File: config.mk
export PLATFORM = sky130hd
export DESIGN_NAME = ra_builder
export DESIGN_NICKNAME = d
export VERILOG_FILES = /design/src/rtl/ra_builder_pkg.sv /design/src/rtl/ra_builder_ol_layout.sv /design/src/rtl/ra_builder.sv
export SDC_FILE = /design/constraint.sdc
export NUM_CORES = 1
export LEC_CHECK = 0
export CAP_MARGIN = 0
export CELL_PAD_IN_SITES_DETAIL_PLACEMENT = 0
export CELL_PAD_IN_SITES_GLOBAL_PLACEMENT = 1
export CORE_MARGIN = 2
export CORE_UTILIZATION = 39
export DETAILED_ROUTE_END_ITERATION = 8
export GPL_TIMING_DRIVEN = 0
export PLACE_DENSITY = 0.94
export SLEW_MARGIN = 20
export SYNTH_ARGS = -nofsm -noshare
export SYNTH_HDL_FRONTEND = slang
export SYNTH_HIERARCHICAL = 1
export SYNTH_SLANG_ARGS = --single-unit
File: constraint.sdc
create_clock -name clock -period 7.7 [get_ports clock]
set_input_delay 1.54 -clock clock [delete_from_list [all_inputs] [get_ports clock]]
set_output_delay 1.54 -clock clock [all_outputs]
set_load 0.05 [all_outputs]
File: src/rtl/ra_builder_pkg.sv
// Shared definitions for the Region Array builder: control-word layout,
// the empty-list pointer marker, list size decoding and the FSM state type.
package ra_builder_pkg;

  localparam int NUM_LISTS = 5;
  // Widest per-tile offset or stride is 5 x 128 B = 640 B, which fits in 10 bits.
  localparam int OFF_W = 10;

  localparam int CTRL_LAST   = 31;
  localparam int CTRL_ZCLEAR = 30;
  localparam int CTRL_FLUSH  = 28;
  localparam int TILEY_MSB   = 13;
  localparam int TILEY_LSB   = 8;
  localparam int TILEX_MSB   = 7;
  localparam int TILEX_LSB   = 2;

  localparam logic [31:0] EMPTY_PTR = 32'h8000_0000;

  typedef enum logic [3:0] {
    IDLE,
    SETUP,
    W_CTRL,
    W_O,
    W_OM,
    W_T,
    W_TM,
    W_PT,
    NEXT,
    DONE
  } ra_state_t;

  // Bytes reserved per tile for one list type, from its 2-bit size code.
  function automatic logic [7:0] list_bytes(input logic [1:0] code);
    case (code)
      2'd1:    return 8'd32;
      2'd2:    return 8'd64;
      2'd3:    return 8'd128;
      default: return 8'd0;
    endcase
  endfunction

endpackage

File: src/rtl/ra_builder_ol_layout.sv
// Per-tile object list layout: turns the latched allocation control word into
// a byte offset and an empty flag for each list type, plus the per-tile stride.
module ra_ol_layout
  import ra_builder_pkg::*;
(
  input  logic [31:0]                      alloc,
  output logic [NUM_LISTS-1:0][OFF_W-1:0]  offset,
  output logic [NUM_LISTS-1:0]             empty,
  output logic [OFF_W-1:0]                 stride
);

  logic [OFF_W-1:0] acc;
  logic [1:0]       code;
  logic             unused_alloc;

  // Size codes sit at a 4-bit pitch in order o, om, t, tm, pt; disabled
  // types take no space, so later offsets only accumulate enabled blocks.
  always_comb begin
    acc    = '0;
    code   = '0;
    offset = '0;
    empty  = '0;
    for (int i = 0; i < NUM_LISTS; i++) begin
      code      = alloc[4*i +: 2];
      offset[i] = acc;
      empty[i]  = (code == 2'd0);
      acc       = acc + OFF_W'(list_bytes(code));
    end
    stride = acc;
  end

  assign unused_alloc = ^{alloc[31:18], alloc[15:14], alloc[11:10], alloc[7:6], alloc[3:2]};

endmodule

File: src/rtl/ra_builder.sv
// Region Array builder: walks the tile grid in row-major order and writes one
// control word plus five (v2) or four (v1) list pointers per tile into VRAM.
module ra_builder
  import ra_builder_pkg::*;
#(
  parameter int ADDR_W = 24
) (
  input  logic              clock,
  input  logic              reset_n,
  input  logic              ra_gen_trig,
  input  logic [31:0]       FPU_PARAM_CFG,
  input  logic [31:0]       REGION_BASE,
  input  logic [31:0]       TA_OL_BASE,
  input  logic [31:0]       TA_ALLOC_CTRL,
  input  logic [31:0]       TA_GLOB_TILE_CLIP,
  input  logic              ra_zclear,
  input  logic              ra_flush,
  output logic              ra_vram_wr,
  output logic [ADDR_W-1:0] ra_vram_addr,
  output logic [31:0]       ra_vram_dout,
  input  logic              ra_vram_wait,
  output logic              ra_busy,
  output logic              ra_done
);

  ra_state_t state, next_state;
  logic [ADDR_W-1:0] addr;
  logic [ADDR_W-1:0] tile_ol;
  logic [5:0]        tx;
  logic [3:0]        ty;

  // Configuration captured at SETUP and held for the whole run.
  logic              cfg_v2;
  logic [31:0]       cfg_alloc;
  logic [5:0]        cfg_xmax;
  logic [3:0]        cfg_ymax;
  logic              cfg_zclear;
  logic              cfg_flush;

  logic [NUM_LISTS-1:0][OFF_W-1:0] offset;
  logic [NUM_LISTS-1:0]            empty;
  logic [OFF_W-1:0]                stride;

  logic        last;
  logic [31:0] ctrl_word;
  logic        unused_cfg;

  ra_ol_layout u_layout (
    .alloc  (cfg_alloc),
    .offset (offset),
    .empty  (empty),
    .stride (stride)
  );

  // Pointer for one list type: the empty marker, or the tile's list base plus offset.
  function automatic logic [31:0] ptr_word(input logic is_empty,
                                           input logic [ADDR_W-1:0] base,
                                           input logic [OFF_W-1:0] off);
    logic [ADDR_W-1:0] p;
    p = base + ADDR_W'(off);
    return is_empty ? EMPTY_PTR : 32'(p);
  endfunction

  assign last = (tx == cfg_xmax) && (ty == cfg_ymax);

  // Control word assembled from the current tile position and latched flags.
  always_comb begin
    ctrl_word                        = '0;
    ctrl_word[CTRL_LAST]             = last;
    ctrl_word[CTRL_ZCLEAR]           = cfg_zclear;
    ctrl_word[CTRL_FLUSH]            = cfg_flush;
    ctrl_word[TILEY_MSB:TILEY_LSB]   = {2'b00, ty};
    ctrl_word[TILEX_MSB:TILEX_LSB]   = tx;
  end

  // Next-state and output decode; each word state holds its request until wait drops.
  always_comb begin
    next_state   = state;
    ra_vram_wr   = 1'b0;
    ra_vram_dout = '0;
    ra_busy      = (state != IDLE) && (state != DONE);
    ra_done      = (state == DONE);
    case (state)
      IDLE:   if (ra_gen_trig) next_state = SETUP;
      SETUP:  next_state = W_CTRL;
      W_CTRL: begin
        ra_vram_wr   = 1'b1;
        ra_vram_dout = ctrl_word;
        if (!ra_vram_wait) next_state = W_O;
      end
      W_O: begin
        ra_vram_wr   = 1'b1;
        ra_vram_dout = ptr_word(empty[0], tile_ol, offset[0]);
        if (!ra_vram_wait) next_state = W_OM;
      end
      W_OM: begin
        ra_vram_wr   = 1'b1;
        ra_vram_dout = ptr_word(empty[1], tile_ol, offset[1]);
        if (!ra_vram_wait) next_state = W_T;
      end
      W_T: begin
        ra_vram_wr   = 1'b1;
        ra_vram_dout = ptr_word(empty[2], tile_ol, offset[2]);
        if (!ra_vram_wait) next_state = W_TM;
      end
      W_TM: begin
        ra_vram_wr   = 1'b1;
        ra_vram_dout = ptr_word(empty[3], tile_ol, offset[3]);
        if (!ra_vram_wait) next_state = cfg_v2 ? W_PT : NEXT;
      end
      W_PT: begin
        ra_vram_wr   = 1'b1;
        ra_vram_dout = ptr_word(empty[4], tile_ol, offset[4]);
        if (!ra_vram_wait) next_state = NEXT;
      end
      NEXT:    next_state = last ? DONE : W_CTRL;
      DONE:    next_state = IDLE;
      default: next_state = IDLE;
    endcase
  end

  // State register and write address; reset aborts a run immediately.
  always_ff @(posedge clock or negedge reset_n) begin
    if (!reset_n) begin
      state <= IDLE;
      addr  <= '0;
    end else begin
      state <= next_state;
      if (state == SETUP)
        addr <= REGION_BASE[ADDR_W-1:0];
      else if (ra_vram_wr && !ra_vram_wait)
        addr <= addr + ADDR_W'(4);
    end
  end

  // Config latch and tile walk; tile_ol advances by stride so no multiplier is needed.
  always_ff @(posedge clock) begin
    if (state == SETUP) begin
      cfg_v2     <= FPU_PARAM_CFG[21];
      cfg_alloc  <= TA_ALLOC_CTRL;
      cfg_xmax   <= TA_GLOB_TILE_CLIP[5:0];
      cfg_ymax   <= TA_GLOB_TILE_CLIP[19:16];
      cfg_zclear <= ra_zclear;
      cfg_flush  <= ra_flush;
      tx         <= '0;
      ty         <= '0;
      tile_ol    <= TA_OL_BASE[ADDR_W-1:0];
    end else if (state == NEXT) begin
      tile_ol <= tile_ol + ADDR_W'(stride);
      if (!last) begin
        if (tx == cfg_xmax) begin
          tx <= '0;
          ty <= ty + 4'd1;
        end else begin
          tx <= tx + 6'd1;
        end
      end
    end
  end

  assign ra_vram_addr = addr;

  assign unused_cfg = ^{FPU_PARAM_CFG[31:22], FPU_PARAM_CFG[20:0],
                        REGION_BASE[31:ADDR_W], TA_OL_BASE[31:ADDR_W],
                        TA_GLOB_TILE_CLIP[31:20], TA_GLOB_TILE_CLIP[15:6]};

endmodule

==> impl_metrics.yaml, run 1 <==
finish:
  nFillCells: 2193
  nets: 1534
  syn2layout_area_growth_pct: 24.1
  layout_commonest_cell: "nand2_1"
  final_cells: 1572
  final_cell_mix: "118 x nand2_1, 114 x clkdlybuf4s50_1, 96 x o21ai_0"
  antennaDiodeCount: 0
  drive_above_1_share_pct: 8.62
  post-route-util_pct: 49.5
detailed_routing:
  drc: 0
  routed_wl_mm: 28.5
  drt_iter0_drc: 654
  first_pass_iters: 5
  drtAntennaViolNets: 0
  post_drt_wl_per_cell_um: 18.1
  viasPerCell: 5.65
  via_count: 8877
floorplan:
  design.core.area_um2: 22700
  die_h_um: 156
  die_x_um: 156
  boundaryPins: 225
  std_cell_rows: 55
  floorplan.initialDensity_pct: 39.9
  die-area_um2: 24400
worst_setup_path:
  cp.required_ps: 6160
  crit_fanout: 6
  crit_arrival_ps: 5960
  crit_path_start_kind: "register"
  cp-end-kind: "primary output"
  path_class: "reg2out"
placement:
  place_hpwl_mm: 22.4
  dp.cells: 1557
  place_congestion: 0.957
  portBuffers: 128
timing:
  fin_skew_ps: 10.1
  finalSetupViolCount: 0
  fmax_ghz: 0.133
  hold_viol_final: 0
  tightest_slew_ps: 1250
  slew_viol_final: 0
  finalCriticalPeriod_ps: 7500
  post-route-period-util_pct: 97.5
  slew-limit-headroom_pct: 15.9
synth:
  syn_area_per_cell_um2: 8.21
  synth_area_um2: 9050
  synthCells: 1102
  yosys_warnings: 6
global_routing:
  antenna_found_initial: 0
  grt_pass1_vias: 8604
  grt_pass1_wl_mm: 45.0
  grt_overflow_total: 0
  grt_use_total_pct: 23.3
  grt_max_degree: 29
clock_network:
  clock-sinks: 85
  htreeDepth: 3
  cts_root_buf: "clkbuf_16"
  clk_latency_ps: 350
  max-clock-path-buffers: 2
  clkSlewWorstSetupHoldPaths_ps: 70
  cts_tree: "done"
  cts_buffers: 9
  post_cts_buffers: 0
outcome:
  outcome: "complete, no violations"
hold_path:
  min_path_type: "reg2reg"
flow_run:
  cap_violations: 0
==> state kept, by name (all words and copies together), names as in the netlist <==
signal	count
cfg_alloc	10
cfg_flush	1
cfg_v2	1
cfg_xmax	6
cfg_ymax	4
cfg_zclear	1
ra_vram_addr	24
state	4
tile_ol	24
tx	6
ty	4
==> cell type report <==
| type | count | area (um2) | area share [%] |
|---|---|---|---|
| Clock inverter | 6 | 55.1 | 0.490 |
| Buffer | 79 | 480 | 4.28 |
| Tap cell | 285 | 357 | 3.18 |
| Sequential cell | 85 | 2310 | 20.6 |
| Timing Repair Buffer | 129 | 1300 | 11.6 |
| Clock buffer | 10 | 229 | 2.04 |
| Inverter | 40 | 155 | 1.38 |
| Multi-Input combinational cell | 938 | 6340 | 56.4 |
==> worst max-delay path, cell delays in order, from the launching register on <==
cell and delay (ps):
edfxtp_1 470, nor2b_1 200, ha_1 230, fa_2 530
fa_2 480, xor2_4 220, ha_1 350, a21oi_2 220
nand2_1 150, xor2_2 180, ha_1 370, nand2_1 160
o21ai_2 110, or2_2 300, o21a_1 220, o21ai_0 360
a41oi_2 310, a21oi_1 210, o22ai_1 130, clkdlybuf4s15_2 400
==> stage by stage <==
stage          TNS [ps]  hold slack [ps]  setup WS (ps)  instance area [um2]
3_5_place_dp      -2870              501           -628                10900
4_1_cts               0              529           13.2                11200
2_1_floorplan         0              519            285                 9210
6_report              0              525            195                11200
3_3_place_gp      -1840              497           -465                10800
5_1_grt           -25.0              538          -23.6                11200
==> final timing paths <==
path / from / endpoint / slack [ps] / cells past startpoint
worst max-delay path: cfg_alloc[1] / ra_vram_dout[23] / 200 / 19
worst min-delay path: ra_vram_addr[1] / ra_vram_addr[1] / 530 / 1
worst max register to register: cfg_alloc[1] / tile_ol[12] / 1020 / 19
worst min register to register: ra_vram_addr[1] / ra_vram_addr[1] / 530 / 1
max in group asynchronous: reset_n / ra_vram_addr[2] / 6070 / 1
min in group asynchronous: reset_n / ra_vram_addr[10] / 1200 / 1
==> layer usage <==
layer | share of wire, % | vias up | track usage (%) | wire length, um
li1 | - | 4290 | - | -
met1 | 43 | 4173 | 30.9 | 12300
met2 | 46 | 361 | 38.5 | 13100
met3 | 8.3 | 53 | 4.29 | 2360
met4 | 2.5 | 0 | 7.21 | 698
met5 | 0 | - | 0 | 0
==> timing repair <==
item,in CTS,in global routing
pin swaps,1,1
cloned,0,0
hold buffers,0,0
setup endpoints to repair,14,15
gates resized for setup,33,21
Power of run 1 is left out: the tool's default activity adds up to more than one toggle a clock period on the data nets, which glitch-free logic cannot reach.
==> run 2, diff against run 1 <==
--- a/config.mk
+++ b/config.mk
@@ -13,7 +13,6 @@
 export DETAILED_ROUTE_END_ITERATION = 8
 export GPL_TIMING_DRIVEN = 0
 export PLACE_DENSITY = 0.94
-export SLEW_MARGIN = 20
 export SYNTH_ARGS = -nofsm -noshare
 export SYNTH_HDL_FRONTEND = slang
 export SYNTH_HIERARCHICAL = 1
==> impl_metrics.yaml, run 2 (synthesis results as in run 1) <==
placement:
  placed_cell_area_um2: 10800
  place_congestion: 0.957
  place_hpwl_mm: 22.3
  dp.cells: 1556
  portBuffers: 128
worst_setup_path:
  rrSetupSlack_ps: 1120
  critPathSlowestCell: "fa_2"
  r2r_cells: 19
  critPathLaunch: "cfg_alloc[1]"
  crit_fanout: 8
  slowest_delay_ps: 620
  r2r_start: "cfg_alloc[1]"
  crit_arrival_ps: 5840
  crit_path_end: "ra_vram_dout[19]"
  crit_chain: "nor2b_1 -> ha_1 -> fa_2 -> fa_2 -> inv_1 -> fa_1 -> nor2b_1 -> nor2_2 -> o211a_1 -> nor3_1 -> o22ai_1 -> ha_1 -> or3_4 -> o31ai_4 -> a2111oi_2 -> nand3_1 -> o21ai_0 -> a221oi_1 -> buf_4"
  cp-end-kind: "primary output"
  cp.required_ps: 6160
  crit_path_start_kind: "register"
  rr_endpoint: "tile_ol[12]"
  path_class: "reg2out"
floorplan:
  die_h_um: 156
  die-area_um2: 24400
  boundaryPins: 225
  floorplan.initialDensity_pct: 39.9
  std_cell_rows: 55
  design.core.area_um2: 22700
  die_x_um: 156
global_routing:
  grt_use_total_pct: 23.4
  grt_pass1_vias: 8670
  grt_pass1_wl_mm: 45.1
  antenna_found_initial: 0
  grt_max_degree: 33
  grt_overflow_total: 0
timing:
  post-route-period-util_pct: 95.9
  finalCriticalPeriod_ps: 7380
  tightest_slew_ps: 1250
  slew_viol_final: 0
  fin_tns_setup_ps: 0
  slew-limit-headroom_pct: 16.9
  hold_ws_ps: 518
  rsz0062_at_grt: "no"
  finalSetupViolCount: 0
  fmax_ghz: 0.135
  fin_skew_ps: 18.8
  hold_viol_final: 0
clock_network:
  cts_buffers: 9
  clock-sinks: 85
  cts_hold_buf: 0
  htreeDepth: 3
  max-clock-path-buffers: 2
  clk_latency_ps: 370
  cts_tree: "done"
  cts_root_buf: "clkbuf_16"
  clkSlewWorstSetupHoldPaths_ps: 70
finish:
  drive_above_1_share_pct: 8.39
  antennaDiodeCount: 0
  syn2layout_area_growth_pct: 23.8
  nets: 1534
  stdcell_area_um2: 11200
  final_cell_mix: "118 x nand2_1, 114 x clkdlybuf4s50_1, 95 x o21ai_0"
  layout_commonest_cell: "nand2_1"
  final_cells: 1572
detailed_routing:
  routed_wl_mm: 28.4
  viasPerCell: 5.65
  drc: 0
  drtAntennaViolNets: 0
  drt_iter0_drc: 637
  post_drt_wl_per_cell_um: 18.0
  first_pass_iters: 8
  via_count: 8889
outcome:
  outcome: "complete, no violations"
hold_path:
  min_path_type: "reg2reg"
flow_run:
  cap_violations: 0
[run 2: worst max-delay path, delay by kind of cell, from the launching register on]
kind / cells / cell delay [ps]
compound gates: 6 / 1280
simple gates: 6 / 1220
buf+inv: 2 / 350
fa+ha+maj: 5 / 2140
flops: 1 / 480
[run 2: worst min path at each step]
stage / cells past startpoint / endpoint / slack (ps) / start
finish: 1 / ra_vram_addr[0] / 520 / ra_vram_addr[0]
global route: 1 / ra_vram_addr[0] / 540 / ra_vram_addr[0]
CTS: 1 / ra_vram_addr[0] / 520 / ra_vram_addr[0]
detailed placement: 1 / ra_vram_addr[0] / 500 / ra_vram_addr[0]
global placement: 1 / ra_vram_addr[0] / 500 / ra_vram_addr[0]
floorplan: 2 / ty[3] / 520 / ty[3]
[run 2: stage by stage]
| step | setup WS (ps) | util [%] |
|---|---|---|
| after floorplan | 285 | - |
| after global placement | -465 | 47.7 |
| after detailed placement | -599 | 47.8 |
| after CTS | 4.30 | 49.1 |
| after global routing | 17.1 | 49.3 |
| final | 316 | 49.3 |
[run 2: metal layers]
metal,track usage [%],vias up,share of wire (%)
met3,4.35,51,8.4
li1,-,4295,-
met5,0,-,0
met4,6.16,0,2.4
met2,38.5,336,45
met1,31.5,4207,44
[run 2: final cells by class]
class	instances	area (um2)
fillers	2203	11500
multi-input cells	938	6310
flip-flops and latches	85	2310
repair buffers	129	1290
plain buffers	79	480
well taps	285	357
clock buffers	10	229
inverters	40	155
clock inverters	6	71.3
[run 2: repair_timing]
action | CTS | global route
pin swaps | 1 | 2
resized for setup | 35 | 17
endpoints found under the setup margin | 14 | 15
buffers inserted | 0 | 1
Power of run 2 is left out for the same reason.
